==> config.mk <==
export PLATFORM = sky130hd
export DESIGN_NAME = io_port
export DESIGN_NICKNAME = d
export VERILOG_FILES = /design/src/rtl/io_port.sv
export SDC_FILE = /design/constraint.sdc
export NUM_CORES = 1
export LEC_CHECK = 0
export CORE_UTILIZATION = 40
export DETAILED_ROUTE_END_ITERATION = 7
export GPL_ROUTABILITY_DRIVEN = 0
export GPL_TIMING_DRIVEN = 0
export PLACE_DENSITY = 0.72
export RECOVER_POWER = 100
export SYNTH_ARGS = -nofsm -noshare
export SYNTH_HDL_FRONTEND = slang
export SYNTH_SLANG_ARGS = --single-unit
==> constraint.sdc <==
create_clock -name clock -period 6.45 [get_ports clock]
set_input_delay 1.29 -clock clock [delete_from_list [all_inputs] [get_ports clock]]
set_output_delay 1.29 -clock clock [all_outputs]
set_load 0.05 [all_outputs]
==> src/rtl/io_port.sv <==
// io_port: debounced switch input port with LED output register and registered read interface
module io_port #(
   parameter int WIDTH           = 4,
   parameter int DEBOUNCE_CYCLES = 4
) (
   input  logic             clock,
   input  logic             reset,
   input  logic [WIDTH-1:0] switches,
   output logic [WIDTH-1:0] LEDs,
   input  logic             addr,
   input  logic             rd_en,
   output logic [WIDTH-1:0] rd_data,
   output logic             rd_valid,
   input  logic             wr_en,
   input  logic [WIDTH-1:0] wr_data,
   output logic             changed
);
   localparam logic [7:0] CNT_MAX = 8'(DEBOUNCE_CYCLES - 1);

   logic [WIDTH-1:0] sync1_q, sync2_q;
   logic [WIDTH-1:0] cand_q, cand_d;
   logic [WIDTH-1:0] stable_q, stable_d;
   logic [WIDTH-1:0] leds_q, leds_d;
   logic [WIDTH-1:0] rd_data_q, rd_data_d;
   logic [7:0]       cnt_q, cnt_d;
   logic             changed_q, changed_d;
   logic             rd_valid_q, rd_valid_d;
   logic             qualify;

   // Next state: the sample that restarts the count is itself the first stable
   // sample, so a change qualifies on the edge where the count reaches its maximum.
   // A qualifying change beats a same-edge data read clearing the sticky flag.
   always_comb begin
      cand_d     = sync2_q;
      cnt_d      = (sync2_q != cand_q) ? 8'd0 : (cnt_q == CNT_MAX) ? cnt_q : cnt_q + 8'd1;
      qualify    = (cnt_d == CNT_MAX) && (cand_d != stable_q);
      stable_d   = qualify ? cand_d : stable_q;
      changed_d  = qualify | (changed_q & ~(rd_en & ~addr));
      rd_valid_d = rd_en;
      rd_data_d  = rd_en ? (addr ? WIDTH'(changed_q) : stable_q) : rd_data_q;
      leds_d     = wr_en ? wr_data : leds_q;
   end

   // State registers including the two-flop switch synchronizer
   always_ff @(posedge clock or negedge reset) begin
      if (!reset) begin
         sync1_q    <= '0;
         sync2_q    <= '0;
         cand_q     <= '0;
         cnt_q      <= '0;
         stable_q   <= '0;
         changed_q  <= 1'b0;
         rd_valid_q <= 1'b0;
         rd_data_q  <= '0;
         leds_q     <= '0;
      end else begin
         sync1_q    <= switches;
         sync2_q    <= sync1_q;
         cand_q     <= cand_d;
         cnt_q      <= cnt_d;
         stable_q   <= stable_d;
         changed_q  <= changed_d;
         rd_valid_q <= rd_valid_d;
         rd_data_q  <= rd_data_d;
         leds_q     <= leds_d;
      end
   end

   assign LEDs     = leds_q;
   assign rd_data  = rd_data_q;
   assign rd_valid = rd_valid_q;
   assign changed  = changed_q;
endmodule

==> results of run 1 <==
==> final cells by class <==
cell class / count / area, um^2
Sequential cell: 34 / 850.8
Clock buffer: 5 / 37.54
Clock inverter: 3 / 45.04
Tap cell: 46 / 57.56
Multi-Input combinational cell: 70 / 511.7
Inverter: 6 / 22.52
Timing Repair Buffer: 22 / 214.0
Fill cell: 325 / 1613
Buffer: 3 / 11.26
==> worst min path at each step <==
stage,startpoint,endpoint,slack (ns),cells past startpoint
2_1_floorplan,sync1_q[0],cand_d[0],0.33,0
3_3_place_gp,sync1_q[2],cand_d[2],0.33,0
3_5_place_dp,sync1_q[2],cand_d[2],0.33,0
4_1_cts,sync1_q[2],cand_d[2],0.36,0
5_1_grt,sync1_q[2],cand_d[2],0.37,0
6_report,sync1_q[2],cand_d[2],0.36,0
==> where the power goes <==
group / internal, mW / switching, mW
logic: 0.0234 / 0.0340
registers: 0.226 / 0.00892
clock network: 0.0813 / 0.0728
total: 0.330 / 0.116
==> cells in the mapped netlist (all sizes together), types with 2 or more instances <==
cell type   n  area [um^2]
a21oi       3        18.77
and3        3        18.77
buf         2        22.52
dfrtp      34        850.8
inv         6        22.52
mux2        8        90.09
mux2i       2        20.02
nand2       5        18.77
nand3       3        15.01
nand3b      4        30.03
nor2       11        41.29
nor4        2        18.77
o21ai       4        20.02
xnor2       8        70.07
xor2        7        61.31
==> stage by stage <==
stage | cell area, um^2 | std cells | total power, mW | util (%)
floorplan | 1423 | 113 | 0.2741 | -
global placement | 1700 | 181 | 0.2992 | 50.56
detailed placement | 1695 | 181 | 0.3011 | 50.41
CTS | 1778 | 189 | 0.4568 | 52.86
global route | 1750 | 189 | 0.4696 | 52.05
finish | 1750 | 189 | 0.4462 | 52.05
==> metal layers <==
layer / wire [um] / GRT usage, % / vias to the layer above / part of all wire [%]
li1: - / - / 437 / -
met1: 955 / 14.17 / 457 / 41
met2: 1216 / 26.27 / 20 / 53
met3: 109 / 7.353 / 6 / 4.7
met4: 22 / 5.714 / 0 / 0.96
met5: 0 / 0 / - / 0
==> flip-flops by register name, summed over array words and instances, names as in the netlist <==
signal and count:
changed 1, rd_data 4, cand_d 4, LEDs 4, sync1_q 4, cnt_q 8
cand_q 4, rd_valid 1, stable_q 4
==> cell families after synthesis <==
family                     Yosys count
muxes                               10
DFF                                 34
AOI/OAI and AO/OA                   12
adders and majority gates            1
buffers and inverters                9
xor gates and xnor gates            15
and+or+nand+nor                     32
==> impl_metrics.toml, run 1 <==
[status]
status = "finished with violations"
failed_checks = "capacitance limit, slew limit"

[synth]
syn-cell-area_um2 = 1423
yosysSeqAreaShare_pct = 59.81
syn_nets = 127
synth_xor_area_share_pct = 9.235
synth_top_family_by_area = "simple AND/OR/NAND/NOR gates"
synth_edf_count = 0
synthMuxAreaShare_pct = 7.740
ys_types = 28
yosys.area_share.simple_pct = 11.70
synth_area_per_cell_um2 = 12.59
synth_adder_area_share_pct = 0.8795
yosys_warnings = 0
netlist_instances = 113
synth_top_flop_cell = "dfrtp_1"
async_flop_share_pct = 100.0
synth-compound-area-share_pct = 7.212
ys_ff_latch = 34

[timing]
max_slew_margin_pct = -16.73
clock.fmax_mhz = 349.2
hold_viol_final = 0
fin_skew_ns = 0.006530
timing.hold.ws_ns = 0.3584
setup_ws_ns = 3.587
worstMarginPinSlew_ns = 1.751
fin_tns_setup_ns = 0
grt_setup_unrepaired = "false"
finalSetupViolations = 0
min_period_ns = 2.863
drv_slew = 35
fin_crit_sh_pct = 44.39

[clock_tree]
cts_htree_levels = 2
clk_path_buf_depth = 2
insertion_delay_ns = 0.33
cts_resized = 0
cts_hold_buf = 0
cts_buffers = 5
path_clk_slew_ns = 0.11
cts-root-buf = "clkbuf_4"
tritoncts = "yes"
post-cts-setup-buffer-count = 0
cts_sinks = 34

[finish]
layout-drive-gt1-share_pct = 12.59
layout_common_cells = "34 x dfrtp_1, 16 x dlygate4sd3_1, 11 x nor2_1"
final_common_cell = "dfrtp_1"
area_delta_synth_final_pct = 23.04
diodes = 0
final_net_count = 156

[detailed_routing]
drcViolationCount = 0
drt_iter0_drc = 23
firstDrtPassIters = 4
wl_per_cell_um = 12.19
vias = 920
wirelength_um = 2303
post_drt_via_cell_ratio = 4.868
ant_nets = 0

[critical_path]
slowest_stage = "dlygate4sd3_1"
critPathLaunch = "changed"
path_depth = 1
crit_type = "flop to output port"
cp_cell_sequence = "dlygate4sd3_1"
critPathBufInv = 1
cpPeakStageDelay_ns = 0.88
worstSetupStartpointType = "flop"
crit_end = "changed"
reg2reg_from = "cnt_q[2]"
reg2reg_depth = 8
rr_endpoint = "stable_q[2]"
cp_data_required_time_ns = 5.16
r2r_slack_ns = 3.91
crit_fanout = 3
critPathCaptureType = "output port"
cpLargestDelayFamily = "buffers and inverters"
crit_arrival_ns = 1.57

[pwr]
peakVddDrop_mv = 0.1366
p_leak_nw = 0.7526
power_density_nw_per_um2 = 254.9

[grt]
grt.total_usage_pct = 14.60
antenna_found_initial = 0
overflow = 0
grt_max_degree = 35
first_global_vias = 926
grt_pass1_wl_um = 3815

[floorplanning]
core-area_um2 = 3363
die_h_um = 61.64
rows = 21
start_util_pct = 42.30
die_w_um = 61.64
ios = 23
die_area_um2 = 3799

[run]
cap_viol_max_count = 1

[worst_hold_path]
hp-class = "flop to flop"

[placement]
place_ws_ns = 3.996
dp_hpwl_um = 1680
io_buffers = 22
(Power assumes the default switching activity.)
==> run 2, diff against run 1 <==
- PLACE_DENSITY: 0.72 -> 0.74
- clock period: 6.45 -> 2.36 ns (I/O delays scaled with it)
==> run 2 against run 1 <==
Against the previous run: the run still ends with capacitance limit, slew limit left; die area did not move; clock power rose to 2.8 times the previous value; global-route usage rose by 0.66 points; worst setup slack got worse by 3.5 ns; critical path depth rose by 7; via count rose by 0.22%; non-clock buffer count did not move; wire length rose by 1.6%; design area rose by 1.5%; critical endpoint is now stable_q[3]; largest power group unchanged.
==> impl_metrics.toml, run 2 (synthesized netlist as in run 1, its figures left out) <==
[critical_path]
r2r_slack_ns = 0.09
critPathCaptureType = "flop"
crit_type = "flop to flop"
crit_fanout = 7
crit_arrival_ns = 2.50
rr_endpoint = "stable_q[3]"
worstSetupStartpointType = "flop"
reg2reg_depth = 8
cp_data_required_time_ns = 2.59
reg2reg_from = "cnt_q[0]"

[grt]
grt_max_degree = 35
grt.total_usage_pct = 15.27
grt_pass1_wl_um = 4002
overflow = 0
first_global_vias = 996
antenna_found_initial = 0

[floorplanning]
ios = 23
core-area_um2 = 3363
rows = 21
die_h_um = 61.64
die_w_um = 61.64
die_area_um2 = 3799
start_util_pct = 42.30

[detailed_routing]
drcViolationCount = 0
wl_met2_um = 1245
ant_nets = 0
met1Wirelength_um = 919
highest_layer = "met4"
vias = 922
firstDrtPassIters = 4
met3WireLength_um = 110
wirelength_um = 2339
wl_per_cell_um = 12.38
drt_iter0_drc = 37
post_drt_via_cell_ratio = 4.878

[timing]
grt_setup_unrepaired = "false"
hold_viol_final = 0
fin_skew_ns = 0.007752
min_period_ns = 2.266
clock.fmax_mhz = 441.4
drv_slew = 35
worstMarginPinSlew_ns = 1.724
fin_tns_setup_ns = 0
finalSetupViolations = 0
fin_crit_sh_pct = 96.00
max_slew_margin_pct = -14.92

[finish]
fin_cells = 189
regMostFlops = "cnt_q"
final_net_count = 156
diodes = 0
final_common_cell = "dfrtp_1"
layout_common_cells = "34 x dfrtp_1, 16 x dlygate4sd3_1, 11 x nor2_1"
layout-drive-gt1-share_pct = 15.38
fillers = 326
area_delta_synth_final_pct = 24.89
largest_register_ffs = 8
final_cell_area_um2 = 1777

[worst_hold_path]
min-delay-start = "sync1_q[0]"
hold_path_end = "cand_d[0]"
hp-class = "flop to flop"
hold_depth = 0

[clock_tree]
post-cts-setup-buffer-count = 0
cts_buffers = 5
tritoncts = "yes"
clk_path_buf_depth = 2
cts_resized = 0
insertion_delay_ns = 0.34
cts_hold_buf = 0
cts-root-buf = "clkbuf_4"
cts_htree_levels = 2
path_clk_slew_ns = 0.11
cts_sinks = 34

[placement]
placed_area_um2 = 1695
dp_cells = 181
dp_hpwl_um = 1714
io_buffers = 22

[status]
failed_checks = "capacitance limit, slew limit"
status = "finished with violations"

[run]
cap_viol_max_count = 1

[pwr]
power_density_nw_per_um2 = 690.9
peakVddDrop_mv = 0.4624
p_leak_nw = 0.7643
power_mw = 1.228
==> run 2: cell types whose count changed in the layout (fill, tap and decap cells not counted) <==
| cell | change |
|---|---|
| nor4_2 | +1 |
| buf_6 | +2 |
| o211ai_2 | +1 |
| o211ai_1 | -1 |
| clkbuf_1 | -2 |
| nor4_1 | -1 |
==> run 2: where the power goes <==
part | internal (mW) | switching [mW]
Sequential | 0.617 | 0.0241
Combinational | 0.0652 | 0.0935
Clock | 0.222 | 0.205
Total | 0.905 | 0.323
==> run 2: final cells by class <==
| type | instances | area (um^2) | share of cell area [%] |
|---|---|---|---|
| plain buffers | 3 | 26.28 | 1.479 |
| clock buffers | 5 | 37.54 | 2.113 |
| clock inverters | 3 | 45.04 | 2.535 |
| inverters | 6 | 22.52 | 1.268 |
| multi-input cells | 70 | 523.0 | 29.44 |
| flip-flops and latches | 34 | 850.8 | 47.89 |
| well taps | 46 | 57.56 | 3.239 |
| repair buffers | 22 | 214.0 | 12.04 |
==> run 2: per-layer routing <==
metal / vias to the layer above / track usage, %
met5: - / 0
met4: 0 / 10.16
met3: 6 / 5.252
met2: 24 / 27.80
met1: 453 / 14.30
li1: 439 / -
==> run 2: worst max path at each step <==
stage / cells past startpoint / startpoint / end / slack, ns
2_1_floorplan: 8 / cnt_q[0] / stable_q[0] / 0.26
3_3_place_gp: 8 / cnt_q[0] / stable_q[0] / 0.15
3_5_place_dp: 8 / cnt_q[0] / stable_q[3] / 0.13
4_1_cts: 8 / cnt_q[0] / stable_q[3] / 0.1
5_1_grt: 8 / cnt_q[0] / stable_q[3] / 0.004
6_report: 8 / cnt_q[0] / stable_q[3] / 0.09
==> run 2: worst max-delay path: stages (launching register included) <==
cell,delay (ns)
dfrtp_1,0.43
ha_1,0.28
and3_1,0.18
buf_6,0.13
or2_0,0.23
buf_6,0.14
a211o_1,0.23
o211ai_2,0.14
mux2_2,0.39
==> run 2: per-stage QoR <==
stage / setup slack [ns] / utilization (%) / hold slack (ns)
final: 0.09445 / 52.83 / 0.3587
after global routing: 0.004183 / 52.83 / 0.3644
after CTS: 0.09965 / 52.86 / 0.1825
after detailed placement: 0.1288 / 50.41 / 0.3347
after global placement: 0.1521 / 50.56 / 0.3327
after floorplan: 0.2606 / - / 0.1764
==> run 3, diff against run 2 <==
- GPL_TIMING_DRIVEN: 0 -> unset
- PLACE_DENSITY: 0.74 -> 0.72
- REMOVE_ABC_BUFFERS: unset -> 1
- clock period: 2.36 -> 2.5 ns (I/O delays scaled with it)
==> run 3 against run 2 <==
Against the previous run: the flow now finishes without violations; critical path type unchanged; maximum frequency is 1.3% lower; largest cell class unchanged; global-route usage is 0.54 points lower; sequential cell count stayed put; core utilization is 0.89 points lower; first-iteration DRC count is 51% lower; clock skew is 0.0044 ns lower.
==> impl_metrics.toml, run 3 (synthesized netlist as in run 1, its figures left out) <==
[finish]
multi_input_area_um2 = 523.0
regMostFlops = "cnt_q"
largest_register_ffs = 8
layout_common_cells = "34 x dfrtp_1, 17 x dlygate4sd3_1, 11 x nor2_1"
diodes = 0
regArea_um2 = 850.8
fillers = 338
final_common_cell = "dfrtp_1"
final_net_count = 155
layout-drive-gt1-share_pct = 14.79
area_delta_synth_final_pct = 22.78

[grt]
grt.total_usage_pct = 14.73
first_global_vias = 943
antenna_found_initial = 0
overflow = 0
grt_max_degree = 35
grt_pass1_wl_um = 3926

[clock_tree]
cts-root-buf = "clkbuf_4"
cts_htree_levels = 2
tritoncts = "yes"
clk_path_buf_depth = 2
path_clk_slew_ns = 0.10
insertion_delay_ns = 0.32
post-cts-setup-buffer-count = 0
cts_hold_buf = 0
cts_buffers = 5
cts_sinks = 34
cts_resized = 0

[detailed_routing]
drt_iter0_drc = 18
firstDrtPassIters = 4
ant_nets = 0
drcViolationCount = 0
vias = 899
wirelength_um = 2263
wl_per_cell_um = 12.04
post_drt_via_cell_ratio = 4.782

[floorplanning]
core-area_um2 = 3363
die_area_um2 = 3799
die_h_um = 61.64
start_util_pct = 42.30
rows = 21
ios = 23
die_w_um = 61.64

[timing]
hold_viol_final = 0
fin_skew_ns = 0.003305
clock.fmax_mhz = 435.7
fin_crit_sh_pct = 91.81
finalSetupViolations = 0
worstMarginPinSlew_ns = 0.7989
min_period_ns = 2.295
timing.hold.ws_ns = 0.3645
max_slew_margin_pct = 46.74
fin_tns_setup_ns = 0
drv_slew = 0
grt_setup_unrepaired = "false"

[pwr]
p_leak_nw = 0.7561
peakVddDrop_mv = 0.2716
power_density_nw_per_um2 = 612.1
power_mw = 1.069

[critical_path]
worstSetupStartpointType = "flop"
cp_data_required_time_ns = 2.72
r2r_slack_ns = 0.20
critPathCaptureType = "flop"
crit_fanout = 7
crit_type = "flop to flop"
crit_arrival_ns = 2.52

[worst_hold_path]
hp-class = "flop to flop"

[placement]
dp_hpwl_um = 1692
io_buffers = 22

[run]
cap_viol_max_count = 0

[status]
status = "complete, no violations"
run 3: cell count changes in the layout (fill, tap and decap cells not counted):
cell           before  now
bufinv_16           1    0
clkinv_2            0    1
clkinvlp_4          2    1
clkbuf_2            0    1
buf_6               2    0
clkbuf_8            0    1
clkbuf_1            2    1
dlygate4sd3_1      16   17
run 3: cell type report:
type	count	area share, %
clock buffer	6	2.937
clock inverter	2	0.7163
inverter	6	1.289
multi-input combinational	70	29.94
sequential	34	48.71
tap	46	3.295
timing repair buffer	24	13.11
run 3: path summary, 6_finish.rpt:
kind | to | depth (start not counted) | from
max | stable_q[2] | 6 | cnt_q[2]
min | cand_d[1] | 0 | sync1_q[1]
max reg2reg | stable_q[2] | 6 | cnt_q[2]
min reg2reg | cand_d[1] | 0 | sync1_q[1]
max in group asynchronous | cand_q[1] | 2 | reset
min in group asynchronous | cnt_q[4] | 2 | reset
run 3: critical path, cell delays in order, from the launching register on:
cell	delay (ns)
dfrtp_1	0.46
nor4_2	0.34
and3_1	0.37
or2_0	0.38
a211o_1	0.17
o211ai_2	0.16
mux2_2	0.31
run 3: per-layer routing:
layer | share of wire [%] | track usage [%] | up-vias
met4 | 1.6 | 7.619 | 0
li1 | - | - | 436
met2 | 55 | 27.96 | 19
met3 | 3.4 | 3.992 | 5
met5 | 0 | 0 | -
met1 | 40 | 14.42 | 439
run 3: power breakdown:
part | switching [mW] | internal [mW] | total [mW] | leakage (nW)
Sequential | 0.0230 | 0.583 | 0.606 | 0.432
Clock | 0.179 | 0.135 | 0.314 | 0.0343
Combinational | 0.0878 | 0.0613 | 0.149 | 0.290
run 3: metrics by stage:
| stage | cells | setup slack (ns) | instance area, um^2 | util (%) |
|---|---|---|---|---|
| 2_1_floorplan | 110 | 0.4268 | 1396 | - |
| 5_1_grt | 188 | 0.08428 | 1747 | 51.93 |
| 6_report | 188 | 0.2046 | 1747 | 51.93 |
| 3_5_place_dp | 180 | 0.2258 | 1689 | 50.22 |
| 3_3_place_gp | 180 | 0.3307 | 1689 | 50.22 |
| 4_1_cts | 188 | 0.2140 | 1753 | 52.12 |
